<file path="src/rtl/nav_arb_pkg.sv">
// Shared types for the navigate-unit arbiter: FSM states, move owner and the
// pending-request record held by each requester slot.
package nav_arb_pkg;

   localparam int HDNG_W = 12;

   typedef enum logic [1:0] {
      IDLE  = 2'd0,
      ISSUE = 2'd1,
      WAIT  = 2'd2,
      DONE  = 2'd3
   } state_t;

   typedef enum logic {
      OWN_CMD = 1'b0,
      OWN_SLV = 1'b1
   } owner_t;

   typedef struct packed {
      logic              vld;
      logic              is_mv;
      logic              stp_lft;
      logic              stp_rght;
      logic [HDNG_W-1:0] hdng;
   } req_t;

endpackage

</file>
<file path="src/rtl/nav_req_slot.sv">
// One-deep pending request buffer: a new pulse overwrites, clr discards,
// take consumes. Clear beats capture, capture beats take.
module nav_req_slot
   import nav_arb_pkg::*;
(
   input  logic              clk,
   input  logic              rst,
   input  logic              strt_hdng,
   input  logic              strt_mv,
   input  logic              stp_lft,
   input  logic              stp_rght,
   input  logic [HDNG_W-1:0] hdng,
   input  logic              clr,
   input  logic              take,
   output req_t              req
);

   always_ff @(posedge clk or posedge rst) begin
      if (rst) begin
         req <= '0;
      end else if (clr) begin
         req <= '0;
      end else if (strt_hdng || strt_mv) begin
         // heading wins when both pulses coincide
         req <= {1'b1, strt_mv & ~strt_hdng, stp_lft, stp_rght, hdng};
      end else if (take) begin
         req.vld <= 1'b0;
      end
   end

endmodule

</file>
<file path="src/rtl/nav_arb.sv">
// Arbiter between command processor and maze solver for the single navigate
// unit: issues one move at a time, holds its controls, routes completion back.
module nav_arb
   import nav_arb_pkg::*;
#(
   parameter int TMO_W    = 26,
   parameter int FAST_SIM = 1
)
(
   input  logic              clk,
   input  logic              rst,
   input  logic              cmd_md,
   input  logic              strt_hdng_cmd,
   input  logic              strt_mv_cmd,
   input  logic              stp_lft_cmd,
   input  logic              stp_rght_cmd,
   input  logic [HDNG_W-1:0] dsrd_hdng_cmd,
   input  logic              strt_hdng_slv,
   input  logic              strt_mv_slv,
   input  logic              stp_lft_slv,
   input  logic              stp_rght_slv,
   input  logic [HDNG_W-1:0] dsrd_hdng_slv,
   input  logic              mv_cmplt,
   input  logic              sol_cmplt,
   output logic              strt_hdng,
   output logic              strt_mv,
   output logic              stp_lft,
   output logic              stp_rght,
   output logic [HDNG_W-1:0] dsrd_hdng,
   output logic              mv_cmplt_cmd,
   output logic              mv_cmplt_slv,
   output logic              busy,
   output logic              owner,
   output logic              tmo
);

   localparam int              WD_W    = (FAST_SIM != 0) ? 16 : TMO_W;
   localparam logic [WD_W-1:0] WD_MAX  = '1;
   localparam logic [WD_W-1:0] WD_LAST = WD_MAX - 1'b1;

   req_t            cmd_req;
   req_t            slv_req;
   req_t            sel;
   state_t          state;
   owner_t          own;
   logic [WD_W-1:0] wd_cnt;
   logic            take;
   logic            finish;
   logic            fin_tmo;

   // Only the requester selected by cmd_md is ever eligible.
   always_comb begin
      sel = slv_req;
      if (cmd_md) begin
         sel = cmd_req;
      end
   end

   assign take    = (state == IDLE) && sel.vld;
   assign finish  = ((state == ISSUE) && mv_cmplt) ||
                    ((state == WAIT) && (mv_cmplt || (wd_cnt == WD_LAST)));
   assign fin_tmo = finish && !mv_cmplt;
   assign owner   = own;

   nav_req_slot u_slot_cmd (
      .clk       (clk),
      .rst       (rst),
      .strt_hdng (strt_hdng_cmd),
      .strt_mv   (strt_mv_cmd),
      .stp_lft   (stp_lft_cmd),
      .stp_rght  (stp_rght_cmd),
      .hdng      (dsrd_hdng_cmd),
      .clr       (~cmd_md),
      .take      (take & cmd_md),
      .req       (cmd_req)
   );

   nav_req_slot u_slot_slv (
      .clk       (clk),
      .rst       (rst),
      .strt_hdng (strt_hdng_slv),
      .strt_mv   (strt_mv_slv),
      .stp_lft   (stp_lft_slv),
      .stp_rght  (stp_rght_slv),
      .hdng      (dsrd_hdng_slv),
      .clr       (cmd_md | sol_cmplt),
      .take      (take & ~cmd_md),
      .req       (slv_req)
   );

   always_ff @(posedge clk or posedge rst) begin
      if (rst) begin
         state        <= IDLE;
         own          <= OWN_CMD;
         wd_cnt       <= '0;
         strt_hdng    <= 1'b0;
         strt_mv      <= 1'b0;
         stp_lft      <= 1'b0;
         stp_rght     <= 1'b0;
         dsrd_hdng    <= '0;
         mv_cmplt_cmd <= 1'b0;
         mv_cmplt_slv <= 1'b0;
         busy         <= 1'b0;
         tmo          <= 1'b0;
      end else begin
         strt_hdng    <= 1'b0;
         strt_mv      <= 1'b0;
         mv_cmplt_cmd <= 1'b0;
         mv_cmplt_slv <= 1'b0;
         tmo          <= 1'b0;
         case (state)
            IDLE: begin
               if (take) begin
                  state     <= ISSUE;
                  own       <= cmd_md ? OWN_CMD : OWN_SLV;
                  dsrd_hdng <= sel.hdng;
                  stp_lft   <= sel.stp_lft;
                  stp_rght  <= sel.stp_rght;
                  strt_hdng <= ~sel.is_mv;
                  strt_mv   <= sel.is_mv;
                  busy      <= 1'b1;
               end
            end
            ISSUE, WAIT: begin
               if (finish) begin
                  // completion goes to the latched owner, whatever cmd_md is now
                  state        <= DONE;
                  stp_lft      <= 1'b0;
                  stp_rght     <= 1'b0;
                  mv_cmplt_cmd <= (own == OWN_CMD);
                  mv_cmplt_slv <= (own == OWN_SLV);
                  tmo          <= fin_tmo;
                  if (fin_tmo) begin
                     wd_cnt <= WD_MAX;
                  end
               end else if (state == ISSUE) begin
                  state <= WAIT;
               end else begin
                  wd_cnt <= wd_cnt + 1'b1;
               end
            end
            DONE: begin
               state  <= IDLE;
               busy   <= 1'b0;
               wd_cnt <= '0;
            end
            default: begin
               state <= IDLE;
            end
         endcase
      end
   end

endmodule

</file>
<file path="config.mk">
export PLATFORM = sky130hd
export DESIGN_NAME = nav_arb
export DESIGN_NICKNAME = d
export VERILOG_FILES = /design/src/rtl/nav_arb_pkg.sv /design/src/rtl/nav_req_slot.sv /design/src/rtl/nav_arb.sv
export SDC_FILE = /design/constraint.sdc
export NUM_CORES = 1
export LEC_CHECK = 0
export BUFFER_PORTS_ARGS = -buffer_cell sky130_fd_sc_hd__clkbuf_2
export CAP_MARGIN = 10
export CORE_ASPECT_RATIO = 0.7
export CORE_MARGIN = 2
export CORE_UTILIZATION = 50
export DETAILED_ROUTE_END_ITERATION = 10
export PLACE_DENSITY = 0.84
export SYNTH_ARGS = -nofsm -noshare
export SYNTH_HDL_FRONTEND = slang
export SYNTH_SLANG_ARGS = --single-unit
</file>
<file path="constraint.sdc">
create_clock -name clk -period 7.8 [get_ports clk]
set_input_delay 2.34 -clock clk [delete_from_list [all_inputs] [get_ports clk]]
set_output_delay 2.34 -clock clk [all_outputs]
set_load 0.02 [all_outputs]
</file>
==> run summary, run 1 <==
status: finished clean
Post-synth ARST share: 1.000
synthesized cell area: 3482 µm²
peak fanout along the critical path: 26
final net count: 429
Die X-Extent: 103.7 µm
starting density of the core: 0.5154
net count after synthesis: 383
number of buffers created by CTS: 9
number of antenna-violating nets in the routed design: 0
via-per-instance ratio: 5.951
RSZ-0062 raised after global routing: false
number of ports placed on the die boundary: 58
shortest period the worst path allows: 3968 ps
total congestion overflow after global routing: 0
register area share after synthesis: 0.5102
CTS hold repair buffers: 0
Detailed Routing Iterations Pass 1: 5
ratio of total power to cell area: 354.1 nW/µm²
total number of yosys warnings: 0
global placement routability congestion: 0.9340
HP Class: reg2reg
Root Buffer Master: clkbuf_8
IR Drop Worst-Case VDD: 0.0001777 V
worst-case headroom to the max-slew limit: 0.3164
clock tree from TritonCTS: built
final cycle utilization of the critical path: 0.5087
vias in the first global route: 2669
remaining design rule violation count: 0
first-pass GRT wire length: 13360 µm
clock-pin slew of the registers on the worst-case setup and hold paths: 80 ps
Netlist cell types: 54
Setup Buffers After CTS: 0
total vias in the final route: 2886
post-route setup TNS: 0 ps
post-detailed-routing wire length: 8130 µm
DPL Wire Length: 5601 µm
Static Leak: 1.908 nW
Avg Synthesized Cell Area: 10.24 µm²
overall routing resource usage: 0.2234
clock skew: 8.147 ps
worst-skew pair later-pin latency: 350 ps
number of flip-flops and latches in the synthesized netlist: 71
number of gates resized after cts: 0
setup-violating endpoint count in the final report: 0
cell row count: 25
area growth from synthesis to layout: 15.31%
number of antenna violations at the first check in global routing: 0
count of input and output buffers: 57
per-cell routed wire length: 16.76 µm
Max clock buf depth: 2
Post-Synthesis Cells: 340
Pwr Total: 1.422 mW
Die Span Y: 73.82 µm
maximum achievable frequency: 252.0 MHz
count of filler cells inserted in the layout: 561
maximum number of pins on one net before global-route repair: 72
count of flip-flops with a built-in enable after synthesis: 0
crit start category: input port
Max-Cap Viols: 0
fraction of layout cells with a size suffix above 1: 0.2353
number of hold violations in the final report: 0
Hold Slack: 485.2 ps
critical path required time: 8010 ps
combined area of the multi-input logic cells: 1520 µm²
slew at the pin closest to its max-slew limit: 1022 ps
Post-synth top flop: dfrtp_1
total area of sequential cells: 1777 µm²
total number of clock tree sinks: 71
H-tree depth: 3
count of routing violations after the opening detailed-route iteration: 326
Pins Over Slew Limit: 0
Core Area: 6756 µm²
Critical Path Sink Type: register
worst setup path class: in2reg
diode insertion count for antenna repair: 0
Total Die Area: 7658 µm²
Arr. time, crit path: 4180 ps
## critical path, cell delays in order
cell and delay (ps):
clkbuf_2 390, and3b_1 430, nor2_2 630, mux2i_1 270
o22ai_1 90
## layer usage
layer / share of wire / vias up / global-route usage
met4: 0.018 / 0 / 0.08559
met3: 0.076 / 15 / 0.05324
met1: 0.46 / 1403 / 0.3293
met2: 0.44 / 132 / 0.3208
met5: 0 / - / 0
li1: - / 1336 / -
## sequential cells by signal, indices dropped and copies added, names as in the netlist, 2 cells and up
signal,cells
state,2
dsrd_hdng,12
u_slot_cmd.req,16
wd_cnt,16
u_slot_slv.req,16
## final cells by class
| cell class | instances | share of cell area |
|---|---|---|
| clock buffers | 10 | 0.03179 |
| inverters | 17 | 0.01589 |
| well taps | 94 | 0.02929 |
| multi-input cells | 226 | 0.3786 |
| flip-flops and latches | 71 | 0.4425 |
| repair buffers | 61 | 0.07853 |
| clock inverters | 6 | 0.02337 |
## final timing paths
path / endpoint / start / slack, ps / cells after the start
setup / recovery: stp_rght / cmd_md / 3830 / 5
hold / removal: dsrd_hdng[7] / dsrd_hdng[7] / 490 / 2
setup reg to reg: wd_cnt[1] / state[0] / 5110 / 6
hold reg to reg: dsrd_hdng[7] / dsrd_hdng[7] / 490 / 2
max in group asynchronous: dsrd_hdng[3] / rst / 5000 / 3
min in group asynchronous: strt_hdng / rst / 2220 / 3
## where the power goes
| group | internal (mW) | leakage (nW) | switching (mW) | total [mW] |
|---|---|---|---|---|
| sequential | 0.458 | 0.934 | 0.0880 | 0.546 |
| combinational | 0.202 | 0.867 | 0.345 | 0.547 |
| clock | 0.182 | 0.107 | 0.146 | 0.328 |
| total | 0.843 | 1.91 | 0.579 | 1.42 |
## synth_stat cells (3+ instances only)
cell | instances | area [µm²]
a211oi_1 | 4 | 30.03
a21boi_0 | 15 | 112.6
a21oi_1 | 3 | 15.01
a22o_1 | 14 | 122.6
a22oi_1 | 12 | 90.09
a31oi_1 | 5 | 31.28
and3_1 | 4 | 25.02
and4_1 | 3 | 26.28
buf_2 | 9 | 45.04
clkbuf_1 | 13 | 48.80
dfrtp_1 | 71 | 1777
ha_1 | 6 | 75.07
inv_1 | 17 | 63.81
mux2_2 | 3 | 33.78
mux2i_1 | 4 | 40.04
nand2_1 | 59 | 221.5
nand3_1 | 8 | 40.04
nand4_1 | 13 | 81.33
nor2_1 | 10 | 37.54
nor3_1 | 4 | 20.02
nor3b_1 | 3 | 22.52
nor4_1 | 3 | 18.77
o211ai_1 | 3 | 22.52
o21a_1 | 6 | 45.04
o221ai_1 | 7 | 61.31
o22a_1 | 5 | 43.79
o22ai_1 | 4 | 25.02
## cell usage in the layout (no fill, tap or decap), types with 2 or more instances in the layout
cell / netlist / routed
nor2_1: 10 / 10
a41o_1: 2 / 2
nand2_1: 59 / 59
nand4_1: 13 / 13
bufinv_16: 0 / 2
a21oi_1: 3 / 3
a31oi_1: 5 / 5
a22oi_1: 12 / 12
nor3b_1: 3 / 3
buf_4: 1 / 4
nand3_1: 8 / 8
ha_1: 6 / 6
o22a_1: 5 / 5
dfrtp_1: 71 / 71
a211oi_2: 2 / 2
a211oi_1: 4 / 4
nor4_1: 3 / 2
clkbuf_8: 0 / 9
mux2i_1: 4 / 4
inv_1: 17 / 16
o21a_1: 6 / 6
and3_1: 4 / 4
nor3_1: 4 / 4
mux2_2: 3 / 3
o211ai_1: 3 / 3
nand2b_1: 2 / 2
clkbuf_2: 0 / 57
and4_1: 3 / 3
a41oi_1: 2 / 2
o22ai_1: 4 / 4
o221ai_1: 7 / 7
a21boi_0: 15 / 15
a22o_1: 14 / 14
clkinv_4: 0 / 2
## metrics by stage
step                      area, µm²    util  worst slack (ps)  std cells
after floorplan                3482       -              3663        340
after global placement         3786  0.5604              3610        468
after detailed placement       3786  0.5604              3508        468
after CTS                      4008  0.5931              3880        484
after global routing           4015  0.5943              3696        485
final                          4015  0.5943              3832        485
## cell families (layout without fill, tap and decap cells)
family | Yosys count | after routing | synth area share
flip-flops | 71 | 71 | 0.5102
AND/OR/NAND/NOR | 120 | 120 | 0.1718
multiplexers | 7 | 7 | 0.02120
buffers and inverters | 43 | 94 | 0.05498
adder cells (fa/ha/maj) | 6 | 6 | 0.02156
AO/OA/AOI/OAI | 93 | 93 | 0.2203
Power figures use the tool's default switching activity.
==> run 2, diff against run 1 <==
PLACE_DENSITY = 0.87   (was 0.84)
clock period = 3.4 ns   (was 7.8 ns; I/O delays follow)
==> run summary, run 2 (synthesis results as in run 1) <==
status: finished clean
number of buffers created by CTS: 9 (unchanged)
startpoint of the lowest-slack register-to-register path: state[0]
RSZ-0062 raised after global routing: false
WHS Path Cells: 2 (unchanged)
number of antenna violations at the first check in global routing: 0 (unchanged)
count of filler cells inserted in the layout: 578 (+3.0%)
Max clock buf depth: 2 (unchanged)
highest-count cells in the layout ignoring fill and taps: 71 x dfrtp_1, 59 x nand2_1, 57 x clkbuf_2
Die X-Extent: 103.7 µm (unchanged)
maximum achievable frequency: 431.1 MHz
total congestion overflow after global routing: 0 (unchanged)
Hold Slack: 489.1 ps (+3.891 ps)
met2 WL post-DR: 3919 µm (+9.1%)
HP Class: reg2reg
leading registers by flop count: u_slot_cmd.req: 16 flops, u_slot_slv.req: 16 flops, wd_cnt: 16 flops
overall routing resource usage: 0.2230 (-0.0003968)
number of ports placed on the die boundary: 58 (unchanged)
final net count: 435 (+1.4%)
per-cell routed wire length: 17.02 µm (+1.5%)
worst reg-to-reg setup slack: 1080 ps (-4030 ps)
clock-pin slew of the registers on the worst-case setup and hold paths: 80 ps (about the same)
slew at the pin closest to its max-slew limit: 761.3 ps (-260.3 ps)
met3 wirelength from detailed routing: 648 µm (+5.2%)
total vias in the final route: 2899 (+0.45%)
total number of clock tree sinks: 71 (unchanged)
IR Drop Worst-Case VDD: 0.0003958 V (+120%)
Arr. time, crit path: 2590 ps (-1590 ps)
end of the worst register-to-register path: wd_cnt[0]
Die Span Y: 73.82 µm (unchanged)
number of antenna-violating nets in the routed design: 0 (unchanged)
maximum number of pins on one net before global-route repair: 37 (-49%)
worst setup path class: reg2reg
Total Die Area: 7658 µm² (unchanged)
post-route setup TNS: 0 ps (unchanged)
via-per-instance ratio: 5.904 (-0.78%)
H-tree depth: 3 (unchanged)
count of input and output buffers: 57 (unchanged)
Pins Over Slew Limit: 0 (unchanged)
top routing layer in use: met4
ratio of total power to cell area: 803.3 nW/µm² (+130%)
Critical Path Sink Type: register
Setup Buffers After CTS: 0 (unchanged)
critical path required time: 3670 ps (-4340 ps)
Worst Reg2Reg Path Length in Cells: 6 (unchanged)
fraction of layout cells with a size suffix above 1: 0.2494 (+0.01408)
remaining design rule violation count: 0 (unchanged)
global placement routability congestion: 0.8813 (-5.6%)
cell row count: 25 (unchanged)
starting density of the core: 0.5154 (unchanged)
Root Buffer Master: clkbuf_8
final cycle utilization of the critical path: 0.6822
Static Leak: 1.927 nW (+1.0%)
clock skew: 13.18 ps (+5.035 ps)
Detailed Routing Iterations Pass 1: 5 (unchanged)
CTS hold repair buffers: 0 (unchanged)
beginning of the worst hold path: dsrd_hdng[8]
DPL Wire Length: 5688 µm (+1.6%)
count of routing violations after the opening detailed-route iteration: 186 (-43%)
met1 layer wirelength in the final routing: 3719 µm (-1.6%)
Core Area: 6756 µm² (unchanged)
Worst Hold Path EP: dsrd_hdng[8]
first-pass GRT wire length: 13490 µm (+0.98%)
diode insertion count for antenna repair: 0 (unchanged)
worst-skew pair later-pin latency: 350 ps (about the same)
vias in the first global route: 2703 (+1.3%)
number of hold violations in the final report: 0 (unchanged)
clock tree from TritonCTS: built
crit start category: register
most common cell after layout, fill and taps aside: dfrtp_1
number of gates resized after cts: 0 (unchanged)
peak fanout along the critical path: 11 (-58%)
Max-Cap Viols: 0 (unchanged)
worst-case headroom to the max-slew limit: 0.4917 (+0.1753)
setup-violating endpoint count in the final report: 0 (unchanged)
post-detailed-routing wire length: 8358 µm (+2.8%)
area growth from synthesis to layout: 16.42%
shortest period the worst path allows: 2320 ps
[run 2: final cells by class]
type	count	area (µm²)	share of cell area
clock inverter	7	78.83	0.01944
clock buffer	9	123.9	0.03056
tap	94	117.6	0.02901
multi-input combinational	226	1520	0.3750
timing repair buffer	67	372.9	0.09198
sequential	71	1777	0.4383
inverter	17	63.81	0.01574
[run 2: power by group]
part	internal [mW]	total, mW	switching, mW
Clock	0.346	0.696	0.350
Combinational	0.496	1.31	0.818
Sequential	1.05	1.25	0.196
Total	1.89	3.26	1.36
[run 2: critical path, stage by stage, from the launching register on]
cell and delay [ps]:
dfrtp_1 420, inv_1 120, ha_1 230, and4_2 350, a41o_1 470, nand2_1 370, o22ai_1 280
[run 2: worst max path at each step]
stage,endpoint,slack [ps],cells after the start,startpoint
5_1_grt,wd_cnt[8],890,6,state[0]
3_3_place_gp,dsrd_hdng[6],1110,6,cmd_md
4_1_cts,wd_cnt[0],1090,6,state[0]
6_report,wd_cnt[0],1080,6,state[0]
2_1_floorplan,busy,580,1,rst
3_5_place_dp,dsrd_hdng[11],1040,6,cmd_md
[run 2: stage by stage]
stage	setup WS [ps]	area (µm²)	total power, mW	instances	util
2_1_floorplan	583.4	3482	2.164	340	-
5_1_grt	893.8	4054	3.451	491	0.6000
3_5_place_dp	1040	3851	2.563	475	0.5700
6_report	1080	4054	3.257	491	0.6000
4_1_cts	1094	4054	3.260	491	0.6000
3_3_place_gp	1109	3851	2.505	475	0.5700
[run 2: per-layer routing]
layer,vias up,track usage
met5,-,0
met4,0,0.08108
met3,6,0.03993
met2,121,0.3503
met1,1423,0.3152
li1,1349,-
